$ cat config.mk
export PLATFORM = sky130hd
export DESIGN_NAME = mem_arbiter
export DESIGN_NICKNAME = d
export VERILOG_FILES = /design/src/rtl/mem_arb_pkg.sv /design/src/rtl/mem_arb_grant.sv /design/src/rtl/mem_arbiter.sv
export SDC_FILE = /design/constraint.sdc
export NUM_CORES = 1
export LEC_CHECK = 0
export CAP_MARGIN = 25
export CORE_AREA = 10 10 533 535
export DETAILED_ROUTE_END_ITERATION = 10
export DIE_AREA = 0 0 543 545
export GPL_ROUTABILITY_DRIVEN = 0
export PLACE_DENSITY_LB_ADDON = 0.1
export SLEW_MARGIN = 20
export SYNTH_ARGS = -nofsm -noshare
export SYNTH_HDL_FRONTEND = slang
export SYNTH_HIERARCHICAL = 1
export SYNTH_SLANG_ARGS = --single-unit
$ cat constraint.sdc
create_clock -name clk -period 54.5 [get_ports clk]
set_input_delay 16.35 -clock clk [delete_from_list [all_inputs] [get_ports clk]]
set_output_delay 16.35 -clock clk [all_outputs]
set_load 0.01 [all_outputs]
$ cat src/rtl/mem_arb_pkg.sv
// mem_arb_pkg: shared types and constants for the I/D-cache memory arbiter.
// Imported by mem_arb_grant and mem_arbiter.
package mem_arb_pkg;

   typedef enum logic [2:0] {
      IDLE     = 3'd0,
      RD_ISSUE = 3'd1,
      RD_WAIT  = 3'd2,
      WR_BURST = 3'd3,
      WR_WAIT  = 3'd4,
      RESP     = 3'd5
   } state_t;

   typedef enum logic {
      REQ_I = 1'b0,
      REQ_D = 1'b1
   } req_t;

   // Byte offset bits inside one cache line.
   localparam int LINE_OFS = 5;

   function automatic req_t other_req(input req_t r);
      return (r == REQ_D) ? REQ_I : REQ_D;
   endfunction

endpackage

$ cat src/rtl/mem_arb_grant.sv
// mem_arb_grant: picks one of two cache requesters and latches the winner.
// With MEM_ARB_RR_EN the last granted requester loses a tie.
module mem_arb_grant
   import mem_arb_pkg::*;
(
   input  logic clk,
   input  logic rst,
   input  logic i_req,
   input  logic d_req,
   input  logic sample,
`ifdef MEM_ARB_RR_EN
   input  logic upd,
`endif
   output logic any_req,
   output req_t win,
   output req_t gnt_id
);

   req_t tie_win;

`ifdef MEM_ARB_RR_EN
   req_t ptr;

   always_ff @(posedge clk or posedge rst) begin
      if (rst) begin
         ptr <= REQ_I;
      end else if (upd) begin
         ptr <= gnt_id;
      end
   end

   assign tie_win = other_req(ptr);
`else
   assign tie_win = REQ_D;
`endif

   always_comb begin
      any_req = i_req | d_req;
      win     = REQ_D;
      unique case (1'b1)
         d_req & ~i_req: win = REQ_D;
         i_req & ~d_req: win = REQ_I;
         i_req & d_req:  win = tie_win;
         default:        win = REQ_D;
      endcase
   end

   always_ff @(posedge clk or posedge rst) begin
      if (rst) begin
         gnt_id <= REQ_I;
      end else if (sample) begin
         gnt_id <= win;
      end
   end

endmodule

$ cat src/rtl/mem_arbiter.sv
// mem_arbiter: shares one burst-memory channel between I-cache and D-cache.
// Define MEM_ARB_RR_EN for round-robin tie-break (default: D-cache wins).
module mem_arbiter
   import mem_arb_pkg::*;
#(
   parameter int ADDR_W = 32,
   parameter int LINE_W = 256,
   parameter int BEATS  = 4
) (
   input  logic              clk,
   input  logic              rst,
   input  logic [ADDR_W-1:0] icache_addr,
   input  logic              icache_read,
   output logic [LINE_W-1:0] icache_rdata,
   output logic              icache_resp,
   input  logic [ADDR_W-1:0] dcache_addr,
   input  logic              dcache_read,
   input  logic              dcache_write,
   input  logic [LINE_W-1:0] dcache_wdata,
   output logic [LINE_W-1:0] dcache_rdata,
   output logic              dcache_resp,
   input  logic              bmem_ready,
   output logic [ADDR_W-1:0] bmem_addr,
   output logic              bmem_read,
   output logic              bmem_write,
   output logic              ser_write,
   output logic [LINE_W-1:0] ser_wdata,
   input  logic [LINE_W-1:0] ser_rdata,
   input  logic              ser_resp
);

   localparam int CNT_W = (BEATS > 1) ? $clog2(BEATS) : 1;
   localparam logic [CNT_W-1:0] LAST_BEAT = CNT_W'(BEATS - 1);
   localparam logic [ADDR_W-1:0] ALIGN_MASK =
      ~ADDR_W'((1 << LINE_OFS) - 1);

   state_t            state;
   logic [CNT_W-1:0]  beat_cnt;
   logic              any_req;
   logic              sample;
   req_t              win;
   req_t              gnt_id;
   logic [ADDR_W-1:0] win_addr;
   logic              win_wr;

   assign sample   = (state == IDLE) && any_req;
   assign win_addr = (win == REQ_D) ? dcache_addr : icache_addr;
   assign win_wr   = (win == REQ_D) && dcache_write;

   // Writeback data is only presented while a write burst is live.
   assign ser_wdata = ser_write ? dcache_wdata : '0;

   mem_arb_grant u_grant (
      .clk     (clk),
      .rst     (rst),
      .i_req   (icache_read),
      .d_req   (dcache_read | dcache_write),
      .sample  (sample),
`ifdef MEM_ARB_RR_EN
      .upd     (state == RESP),
`endif
      .any_req (any_req),
      .win     (win),
      .gnt_id  (gnt_id)
   );

   always_ff @(posedge clk or posedge rst) begin
      if (rst) begin
         state        <= IDLE;
         beat_cnt     <= '0;
         bmem_addr    <= '0;
         bmem_read    <= 1'b0;
         bmem_write   <= 1'b0;
         ser_write    <= 1'b0;
         icache_resp  <= 1'b0;
         dcache_resp  <= 1'b0;
         icache_rdata <= '0;
         dcache_rdata <= '0;
      end else begin
         unique case (state)
            IDLE: begin
               if (any_req) begin
                  bmem_addr <= win_addr & ALIGN_MASK;
                  if (win_wr) begin
                     state      <= WR_BURST;
                     bmem_write <= 1'b1;
                     ser_write  <= 1'b1;
                     beat_cnt   <= '0;
                  end else begin
                     state     <= RD_ISSUE;
                     bmem_read <= 1'b1;
                  end
               end
            end
            RD_ISSUE: begin
               if (bmem_ready) begin
                  bmem_read <= 1'b0;
                  state     <= RD_WAIT;
               end
            end
            WR_BURST: begin
               if (bmem_ready) begin
                  if (beat_cnt == LAST_BEAT) begin
                     beat_cnt   <= '0;
                     bmem_write <= 1'b0;
                     ser_write  <= 1'b0;
                     state      <= WR_WAIT;
                  end else begin
                     beat_cnt <= beat_cnt + 1'b1;
                  end
               end
            end
            RD_WAIT: begin
               if (ser_resp) begin
                  if (gnt_id == REQ_D) begin
                     dcache_rdata <= ser_rdata;
                  end else begin
                     icache_rdata <= ser_rdata;
                  end
                  dcache_resp <= (gnt_id == REQ_D);
                  icache_resp <= (gnt_id == REQ_I);
                  state       <= RESP;
               end
            end
            WR_WAIT: begin
               if (ser_resp) begin
                  dcache_resp <= 1'b1;
                  state       <= RESP;
               end
            end
            RESP: begin
               icache_resp <= 1'b0;
               dcache_resp <= 1'b0;
               state       <= IDLE;
            end
            default: begin
               state <= IDLE;
            end
         endcase
      end
   end

endmodule
Word level (Yosys, flattened, before mapping)
Index checks and enable logic that the tools add are counted.
- output and inout port bits: 805
- input bits: 583
- RAM bits: 0
- memories kept: 0
- latch bits: 0
- register bits: 549
- bits in read-only memories: 0
- reduce and logical (&&, ||, !) cells: 17
- eq/ne operators: 15
- order comparisons: 0
- div/mod/pow operators: 0
- add/sub/neg operators: 1
- bitwise operators: 5
- muxes and demuxes: 29
- shifts and indexed selects: 0
- multiply operators: 0
- operator list (cell ; number):
    $mux 256 ; 1
    $mux 32 ; 1
    $ne 2x2->1 const B ; 8
    $mux 3 ; 5
    $pmux 3 s4 ; 1
    $mux 1 ; 11
    $mux 2 ; 5
    $reduce_and 5->1 ; 2
    $reduce_and 3->1 ; 3
    $reduce_and 4->1 ; 2
    $eq 3x2->1 const B ; 2
    $eq 3x3->1 const B ; 2
    $pmux 1 s2 ; 3
    $reduce_bool 2->1 ; 3
    $pmux 2 s2 ; 1
    $reduce_and 2->1 ; 2
    $eq 3x1->1 const B ; 1
    $logic_not 3->1 ; 1
    $pmux 1 s3 ; 1
    $reduce_bool 3->1 ; 1
    $add 2x1->2 const B ; 1
    $eq 2x2->1 const B ; 1
    $logic_and 1x1->1 ; 2
    $ne 2x1->1 const B ; 1
    4 further kinds ; 6

Longest topological paths before layout
Gate-level depths: netlist (run 1).
- word-level depth: 8
- gate-level depth with buffers: 7
- gate-level depth less buffers: 5

By module
The synthesis (run 1) kept the hierarchy.
- modules (own cells, without submodules) (module ; area an instance (um2) ; times used ; sequential area each (um2) ; cells each):
    mem_arbiter ; 23329.9 ; 1 ; 13713.2 ; 1546
    mem_arb_grant ; 63.8 ; 1 ; 25.0 ; 5

Worst setup path after synthesis (run 1)
Ideal clock, no wire load.
- path type: input to output
- start: input port dcache_wdata[0]
- end: output port ser_wdata[0]
- path buffers: 0
- data arrival time: 16.515 ns
- slack: 21.635 ns
- data required time: 38.150 ns
- stages: 1
- path through: and2_1
- cells in the longest elaborated chain, start to end: 1
- RTL lines (what ; RTL line ; RTL):
    from (decl) ; mem_arbiter.sv:19 ; input logic [LINE_W-1:0] dcache_wdata,
    $mux 256 ; mem_arbiter.sv:51 ; assign ser_wdata = ser_write ? dcache_wdata : '0;
    to (decl) ; mem_arbiter.sv:27 ; output logic [LINE_W-1:0] ser_wdata,
Every way passes these cells.

Worst setup path after layout (run 1)
- start: input port dcache_wdata[98]
- end: output port ser_wdata[98]
The elaborated chain is that of the path after synthesis.

==> results of run 1 <==
## power by group through the flow
| stage | logic, µW | clock network, µW | registers [µW] |
|---|---|---|---|
| floorplan | 355 | 0 | 783 |
| global placement | 1250 | 0 | 711 |
| detailed placement | 1240 | 0 | 713 |
| CTS | 1250 | 617 | 710 |
| global route | 1280 | 630 | 735 |
| finish | 1210 | 578 | 707 |
## worst register-to-register path, delay by kind of cell (launching register included)
kind                   cells  cell delay [ns]
flip-flops                 1             0.55
buffers and inverters      3             2.29
AND/OR/NAND/NOR            2             0.64
multiplexers               1             0.43
## cell type report
type	count	share of cell area
Timing Repair Buffer	1394	0.316
Sequential cell	549	0.312
Multi-Input combinational cell	898	0.204
Tap cell	3589	0.102
Clock buffer	126	0.0565
Clock inverter	22	0.00806
Antenna cell	17	0.000965
Inverter	5	0.000596
## cell families after synthesis
group / share of synthesized area
compound gates: 0.0106
fa+ha+maj: 0.000535
buf+inv: 0.0297
flops: 0.587
mux: 0.293
other cells: 0.000160
simple gates: 0.0790
## state kept, by name, summed over array words and instances, names as in the netlist
| register | cells |
|---|---|
| beat_cnt | 2 |
| icache_resp | 1 |
| u_grant/gnt_id | 1 |
| bmem_read | 1 |
| ser_write | 1 |
| state | 3 |
| dcache_resp | 1 |
| bmem_addr | 27 |
| dcache_rdata | 256 |
| icache_rdata | 256 |
## layout by cell type, fill, tap and decap left out, types with 2 or more instances in the layout
cell | synthesis | layout
bufinv_16 | 0 | 6
clkbuf_8 | 0 | 23
nor3_1 | 2 | 2
clkbuf_1 | 31 | 19
diode_2 | 0 | 17
clkinvlp_4 | 0 | 7
clkdlybuf4s50_1 | 0 | 1372
inv_1 | 5 | 4
mux2_4 | 201 | 201
clkinv_2 | 0 | 3
dfrtp_1 | 549 | 548
a21oi_1 | 30 | 30
mux2_2 | 313 | 313
a22o_1 | 2 | 2
o21ai_0 | 2 | 2
inv_6 | 0 | 2
buf_12 | 0 | 3
and2_1 | 257 | 257
buf_4 | 10 | 18
mux2i_1 | 28 | 28
clkbuf_16 | 0 | 84
nor2_1 | 31 | 31
inv_16 | 0 | 3
nand2b_1 | 2 | 2
conb_1 | 1 | 5
nand2_1 | 4 | 3
a31oi_1 | 2 | 2
## worst max-delay path by stage
stage                          start            end  depth (start not counted)
floorplan            dcache_wdata[0]   ser_wdata[0]                          1
global placement    dcache_wdata[50]  ser_wdata[50]                          3
detailed placement  dcache_wdata[52]  ser_wdata[52]                          3
CTS                 dcache_wdata[52]  ser_wdata[52]                          3
global route        dcache_wdata[52]  ser_wdata[52]                          3
finish              dcache_wdata[98]  ser_wdata[98]                          3
## layer usage
metal	GRT usage	up-vias	share of wire
met2	0.171	925	0.42
met4	0.0210	104	0.018
li1	-	8124	-
met3	0.0809	224	0.15
met5	0	-	0.0037
met1	0.138	9212	0.41
## through the flow
stage	power, µW	cells	utilization
6_report	2490	6600	0.162
5_1_grt	2640	6584	0.161
4_1_cts	2580	6583	0.161
3_5_place_dp	1960	6435	0.151
3_3_place_gp	1960	6434	0.151
2_1_floorplan	1140	1555	-
==> impl_metrics.tcl, run 1 <==
set metrics [dict create \
    setup_tns_ns 0 \
    cts-buffers-inserted 84 \
    avgSynthCellArea_um2 15.1 \
    cts-root-buf "clkbuf_16" \
    grt_pass1_vias 20000 \
    fin_ws_ns 20.25 \
    cp_num_buf_inv 2 \
    synth_area_leaders "dfrtp_1 (59%), mux2_2 (15%), mux2_4 (13%)" \
    synth_top_area_frac 0.587 \
    async_flop_share 1.00 \
    vdd_ir_drop_max_uv 21.6 \
    pwr-share-comb 0.484 \
    vias_per_cell 2.82 \
    grt_overflow 0 \
    start_kind "primary input" \
    critPathMaxStageDelay_ns 0.65 \
    drive_above_1_share 0.225 \
    synth_most_common_cell "dfrtp_1" \
    r2r-start "state[2]$_DFFE_PP0P_" \
    cts_tree "done" \
    synth_warnings 6 \
    cts_resized 0 \
    die_h_um 545 \
    cts_setup_buffers 0 \
    die-area_um2 296000 \
    p_switching_uw 893 \
    syn-cell-area_um2 23400 \
    max_freq_ghz 0.0292 \
    first_pass_iters 5 \
    hold_viol_final 0 \
    cp_common_cell "clkdlybuf4s50_1" \
    hold_slack_ns 0.501 \
    worstSetupEndpointType "output pin" \
    r2r_slack_ns 50.46 \
    path_max_fanout 1 \
    hp-start "dcache_rdata[7]$_DFFE_PP0P_" \
    finalCritPeriodShare 0.628 \
    whs_endpoint "dcache_rdata[7]$_DFFE_PP0P_" \
    cpMaxStageDelayCell "clkdlybuf4s50_1" \
    worstReg2RegEnd "icache_rdata[166]$_DFFE_PP0P_" \
    clock_skew_ns 0.0359 \
    h-tree-depth 3 \
    synth_area_leader_cell "dfrtp_1" \
    synthDistinctLibCells 37 \
    drc_errors 0 \
    maxCapViolCount 0 \
    reg2reg_depth 6 \
    p_seq_frac 0.284 \
    yosys-top-cells-count "dfrtp_1 (549), mux2_2 (313), and2_1 (257)" \
    insertion_delay_ns 0.70 \
    vias 18600 \
    path_delay_family "buffers and inverters" \
    arrival_ns 17.90 \
    seqCellArea_um2 13700 \
    tightest_slew_ns 1.02 \
    synth_seq_cells 549 \
    slew-limit-headroom 0.319 \
    path_class "in2out" \
    power_switching_share 0.359 \
    synth_edf_count 0 \
    routed_wl_um 181000 \
    netlist_instances 1551 \
    port_buffers 1372 \
    drv_slew 0 \
    final_antenna_net_count 0 \
    hold_depth 1 \
    cp_cell_sequence "clkdlybuf4s50_1, and2_1, clkdlybuf4s50_1" \
    grt_first_pass_wirelength_um 228000 \
    power_density_nw_per_um2 56.5 \
    grt_max_degree 133 \
    io_pins 1388 \
    cts_max_path_buffers 3 \
    multiInputGateArea_um2 9000 \
    rsz0062_at_grt "false" \
    drt-initial-drc-count 712 \
    p_leak_uw 0.0174 \
    outcome "finished clean" \
    track_usage 0.116 \
    dp_slack_ns 20.28 \
    postPlaceCellArea_um2 41200 \
    fin_nets 3516 \
    p_int_uw 1600 \
    period_minus_slack_ns 34.25 \
    avgRoutedWirePerCell_um 27.4 \
    core.rowCount 192 \
    clk_pin_slew_ns 0.05 \
    hpwl_um 149000 \
    yosysSeqAreaShare 0.587 \
    initial_core_util 0.0857 \
    cts_sinks 549 \
    n_fill_cell 30200 \
    chipWidth_um 543 \
    finalSetupViolCount 0 \
    core_area_um2 273000 \
    postCtsHoldBufs 0 \
    clockPowerShare 0.232 \
    antenna_found_initial 104 \
    final_area_um2 44100 \
    holdCritPathClass "reg2reg" \
    ys.flop_type "dfrtp_1" \
    area_delta_synth_final_pct 88.5 \
    cp.required_ns 38.15 \
]
No activity file was read; power rests on OpenSTA's default activity.
==> inputs of run 2 (changes only) <==
Settings changed: CORE_AREA 10 10 533 535 to 10 10 529 531, DIE_AREA 0 0 543 545 to 0 0 539 541.
Clock period 54.5 ns to 30.9 ns, I/O delays scaled along.
==> run 2 against run 1 <==
Worst hold slack is essentially flat. First-iteration DRC count up 1.1%. Global-route usage is 0.79 points higher. Setup slack got worse by 9.7 ns. Critical path type unchanged. Critical endpoint is now ser_wdata[69]. Largest power group unchanged.
==> impl_metrics.tcl, run 2 (synthesis gave the netlist of run 1 again) <==
set metrics [dict create \
    r2r-start "state[2]$_DFFE_PP0P_" \
    r2r_slack_ns 26.21 \
    hold_viol_final 0 \
    io_pins 1388 \
    hold_slack_ns 0.501 \
    pwr-share-comb 0.494 \
    outcome "finished clean" \
    fin_nets 3517 \
    finalCritPeriodShare 0.658 \
    first_pass_iters 6 \
    drt-initial-drc-count 720 \
    die-area_um2 292000 \
    vdd_ir_drop_max_uv 40.4 \
    clk_pin_slew_ns 0.06 \
    arrival_ns 11.07 \
    drc_errors 0 \
    final_common_cell "clkdlybuf4s50_1" \
    slew-limit-headroom 0.336 \
    antenna_found_initial 106 \
    p_leak_uw 0.0173 \
    chipWidth_um 539 \
    power_density_nw_per_um2 99.9 \
    largestRegisters "dcache_rdata: 256 flops, icache_rdata: 256 flops, bmem_addr: 27 flops" \
    dp.cells 6417 \
    cts_max_path_buffers 3 \
    drv_slew 0 \
    clock_skew_ns 0.0553 \
    cts-buffers-inserted 83 \
    worstSetupEndpointType "output pin" \
    area_delta_synth_final_pct 87.9 \
    grt_first_pass_wirelength_um 239000 \
    drive_above_1_share 0.224 \
    p_int_uw 2780 \
    power_switching_share 0.367 \
    cts_setup_buffers 0 \
    clockPowerShare 0.221 \
    avgRoutedWirePerCell_um 28.6 \
    dp_slack_ns 10.56 \
    vias_per_cell 2.87 \
    port_buffers 1372 \
    core_area_um2 270000 \
    cts_sinks 549 \
    cts_tree "done" \
    max_freq_ghz 0.0492 \
    hold_depth 1 \
    final_cell_mix "clkdlybuf4s50_1 (1372), dfrtp_1 (548), mux2_2 (313)" \
    die_h_um 541 \
    cts_resized 0 \
    reg2reg_depth 6 \
    p_seq_frac 0.285 \
    whs_endpoint "dcache_rdata[131]$_DFFE_PP0P_" \
    maxCapViolCount 0 \
    cp.required_ns 21.63 \
    crit_start "dcache_wdata[69]" \
    rsz0062_at_grt "false" \
    postCtsHoldBufs 0 \
    period_minus_slack_ns 20.34 \
    hpwl_um 157000 \
    grt_overflow 0 \
    grt_pass1_vias 20400 \
    hp-start "dcache_rdata[131]$_DFFE_PP0P_" \
    fin_ws_ns 10.56 \
    vias 18900 \
    final_cells 6582 \
    track_usage 0.124 \
    holdCritPathClass "reg2reg" \
    grt_max_degree 87 \
    final_antenna_net_count 0 \
    core.rowCount 191 \
    path_class "in2out" \
    finalSetupViolCount 0 \
    start_kind "primary input" \
    routed_wl_um 188000 \
    initial_core_util 0.0868 \
    tightest_slew_ns 0.992 \
    p_switching_uw 1610 \
    cts-root-buf "clkbuf_16" \
    worstReg2RegEnd "icache_rdata[141]$_DFFE_PP0P_" \
    setup_tns_ns 0 \
    path_max_fanout 1 \
    h-tree-depth 3 \
    insertion_delay_ns 0.71 \
]
[run 2: power by group through the flow]
stage               registers (µW)  logic (µW)  clock network [µW]
CTS                           1260        2240                1030
floorplan                     1380         626                   0
detailed placement            1260        2230                   0
finish                        1250        2170                 970
global placement              1260        2250                   0
global route                  1300        2280                1050
[run 2: cell type report]
type | instances | area, µm²
Sequential cell | 549 | 13700
Antenna cell | 24 | 60.1
Clock inverter | 18 | 244
Timing Repair Buffer | 1396 | 13900
Clock buffer | 122 | 2480
Fill cell | 29800 | 226000
Inverter | 5 | 26.3
Multi-Input combinational cell | 898 | 9000
Tap cell | 3570 | 4470
[run 2: worst max-delay path by stage]
| stage | endpoint | slack, ns | cells after the start |
|---|---|---|---|
| 2_1_floorplan | beat_cnt[0]$_DFFE_PP0P_ | 6.31 | 1 |
| 3_3_place_gp | ser_wdata[69] | 10.56 | 3 |
| 3_5_place_dp | ser_wdata[71] | 10.56 | 3 |
| 4_1_cts | ser_wdata[71] | 10.54 | 3 |
| 5_1_grt | ser_wdata[71] | 10.48 | 3 |
| 6_report | ser_wdata[69] | 10.56 | 3 |
[run 2: stage by stage]
stage	utilization	total power, µW	cell area [µm²]
3_3_place_gp	0.153	3510	41100
2_1_floorplan	-	2010	23400
5_1_grt	0.163	4630	43900
6_report	0.163	4390	44000
4_1_cts	0.163	4530	43900
3_5_place_dp	0.153	3500	41100
[run 2: per-layer routing]
| layer | vias to the layer above | share of wire | wire [µm] | global-route usage |
|---|---|---|---|---|
| met2 | 987 | 0.51 | 95900 | 0.222 |
| met1 | 9436 | 0.33 | 61700 | 0.115 |
| met5 | - | 0.0026 | 494 | 0 |
| met4 | 76 | 0.050 | 9480 | 0.0555 |
| met3 | 296 | 0.11 | 20800 | 0.0660 |
| li1 | 8118 | - | - | - |
[run 2: critical path, cell delays in order]
cell	delay, ns
clkdlybuf4s50_1	0.49
and2_1	0.58
clkdlybuf4s50_1	0.70
==> inputs of run 3 (changes only) <==
Clock period 30.9 ns to 17.2 ns, I/O delays scaled along.
==> run 3 against run 2 <==
Clock skew down 0.00073 ns. Final area increased by 0.21%. Count of clock-buffer cells in the layout is 1 higher. Largest cell class unchanged. Cell count up 0.21%. Combinational power grew 79%. Routed wire length is 1.0% higher. Critical path type unchanged. Highest routed layer unchanged. Sequential cell count did not move. Sequential share of layout area shrank 0.066 points.
==> impl_metrics.tcl, run 3 (synthesis gave the netlist of run 1 again) <==
set metrics [dict create \
    outcome "finished clean" \
    initial_core_util 0.0868 \
    grt_pass1_vias 20400 \
    maxCapViolCount 0 \
    chipWidth_um 539 \
    grt_first_pass_wirelength_um 241000 \
    slew-limit-headroom 0.319 \
    core_area_um2 270000 \
    grt_max_degree 106 \
    io_pins 1388 \
    cts-root-buf "clkbuf_16" \
    track_usage 0.125 \
    final_area_um2 44000 \
    area_delta_synth_final_pct 88.3 \
    max_freq_ghz 0.0829 \
    vias 19100 \
    h-tree-depth 3 \
    drive_above_1_share 0.223 \
    hp-start "dcache_rdata[21]$_DFFE_PP0P_" \
    largestRegisters "dcache_rdata: 256 flops, icache_rdata: 256 flops, bmem_addr: 27 flops" \
    finalSetupViolCount 0 \
    path_class "in2out" \
    final_cell_mix "clkdlybuf4s50_1 (1372), dfrtp_1 (548), mux2_2 (313)" \
    vias_per_cell 2.90 \
    first_pass_iters 4 \
    r2r-start "state[2]$_DFFE_PP0P_" \
    cts_max_path_buffers 3 \
    arrival_ns 6.91 \
    power_density_nw_per_um2 179 \
    postPlaceCellArea_um2 41200 \
    cp.required_ns 12.04 \
    grt_overflow 0 \
    routed_wl_um 190000 \
    port_buffers 1372 \
    fin_util 0.163 \
    cts_setup_buffers 0 \
    final_antenna_net_count 0 \
    cts_resized 0 \
    finalPower_uw 7900 \
    hpwl_um 159000 \
    cts_tree "done" \
    holdCritPathClass "reg2reg" \
    period_minus_slack_ns 12.07 \
    path_max_fanout 1 \
    vdd_ir_drop_max_uv 64.3 \
    avgRoutedWirePerCell_um 28.9 \
    setup_tns_ns 0 \
    fin_nets 3515 \
    cts-buffers-inserted 83 \
    tightest_slew_ns 1.02 \
    hold_viol_final 0 \
    postCtsHoldBufs 0 \
    insertion_delay_ns 0.71 \
    rsz0062_at_grt "false" \
    antenna_found_initial 119 \
    die-area_um2 292000 \
    n_fill_cell 29800 \
    die_h_um 541 \
    finalCritPeriodShare 0.702 \
    core.rowCount 191 \
    worstSetupEndpointType "output pin" \
    clk_pin_slew_ns 0.05 \
    hold_slack_ns 0.499 \
    cts_sinks 549 \
    final_common_cell "clkdlybuf4s50_1" \
    drv_slew 0 \
    drc_errors 0 \
    p_leak_uw 0.0173 \
    clock_skew_ns 0.0546 \
    drt-initial-drc-count 875 \
    crit_start "dcache_wdata[88]" \
    start_kind "primary input" \
]
==> run 3: per-layer routing <==
metal / part of all wire / wire length (µm) / global-route usage
met5: 0.0024 / 456 / 0
met4: 0.056 / 10600 / 0.0602
met3: 0.095 / 18000 / 0.0556
met2: 0.53 / 101000 / 0.236
met1: 0.32 / 60200 / 0.113
==> run 3: final cells by class <==
type | count | area [µm²] | share of cell area
flip-flops and latches | 549 | 13700 | 0.312
repair buffers | 1394 | 14000 | 0.317
clock inverters | 19 | 305 | 0.00693
multi-input cells | 898 | 9000 | 0.204
well taps | 3570 | 4470 | 0.101
clock buffers | 123 | 2450 | 0.0556
diodes | 38 | 95.1 | 0.00216
inverters | 5 | 22.5 | 0.000511
==> run 3: power by group <==
part           internal (µW)  switching, µW  total, µW
logic                   2080           1810       3880
clock network           1070            709       1780
registers               1890            346       2240
==> run 3: critical path: stages <==
cell             delay (ns)
clkdlybuf4s50_1        0.92
and2_1                 0.23
clkdlybuf4s50_1        0.58
==> run 3: stage by stage <==
stage	worst slack, ns	cells
after CTS	5.10	6557
after global placement	5.09	6415
final	5.13	6596
after global routing	5.13	6583
after floorplan	4.58	1555
after detailed placement	5.10	6415
==> run 3: path summary, 6_finish.rpt <==
kind	endpoint	slack [ns]	cells after the start
min	dcache_rdata[21]$_DFFE_PP0P_	0.50	1
max	ser_wdata[88]	5.13	3
min in group asynchronous	u_grant/gnt_id$_DFFE_PP0P_	4.77	2
min reg2reg	dcache_rdata[21]$_DFFE_PP0P_	0.50	1
max reg2reg	dcache_rdata[121]$_DFFE_PP0P_	13.43	5
max in group asynchronous	icache_rdata[141]$_DFFE_PP0P_	9.72	5
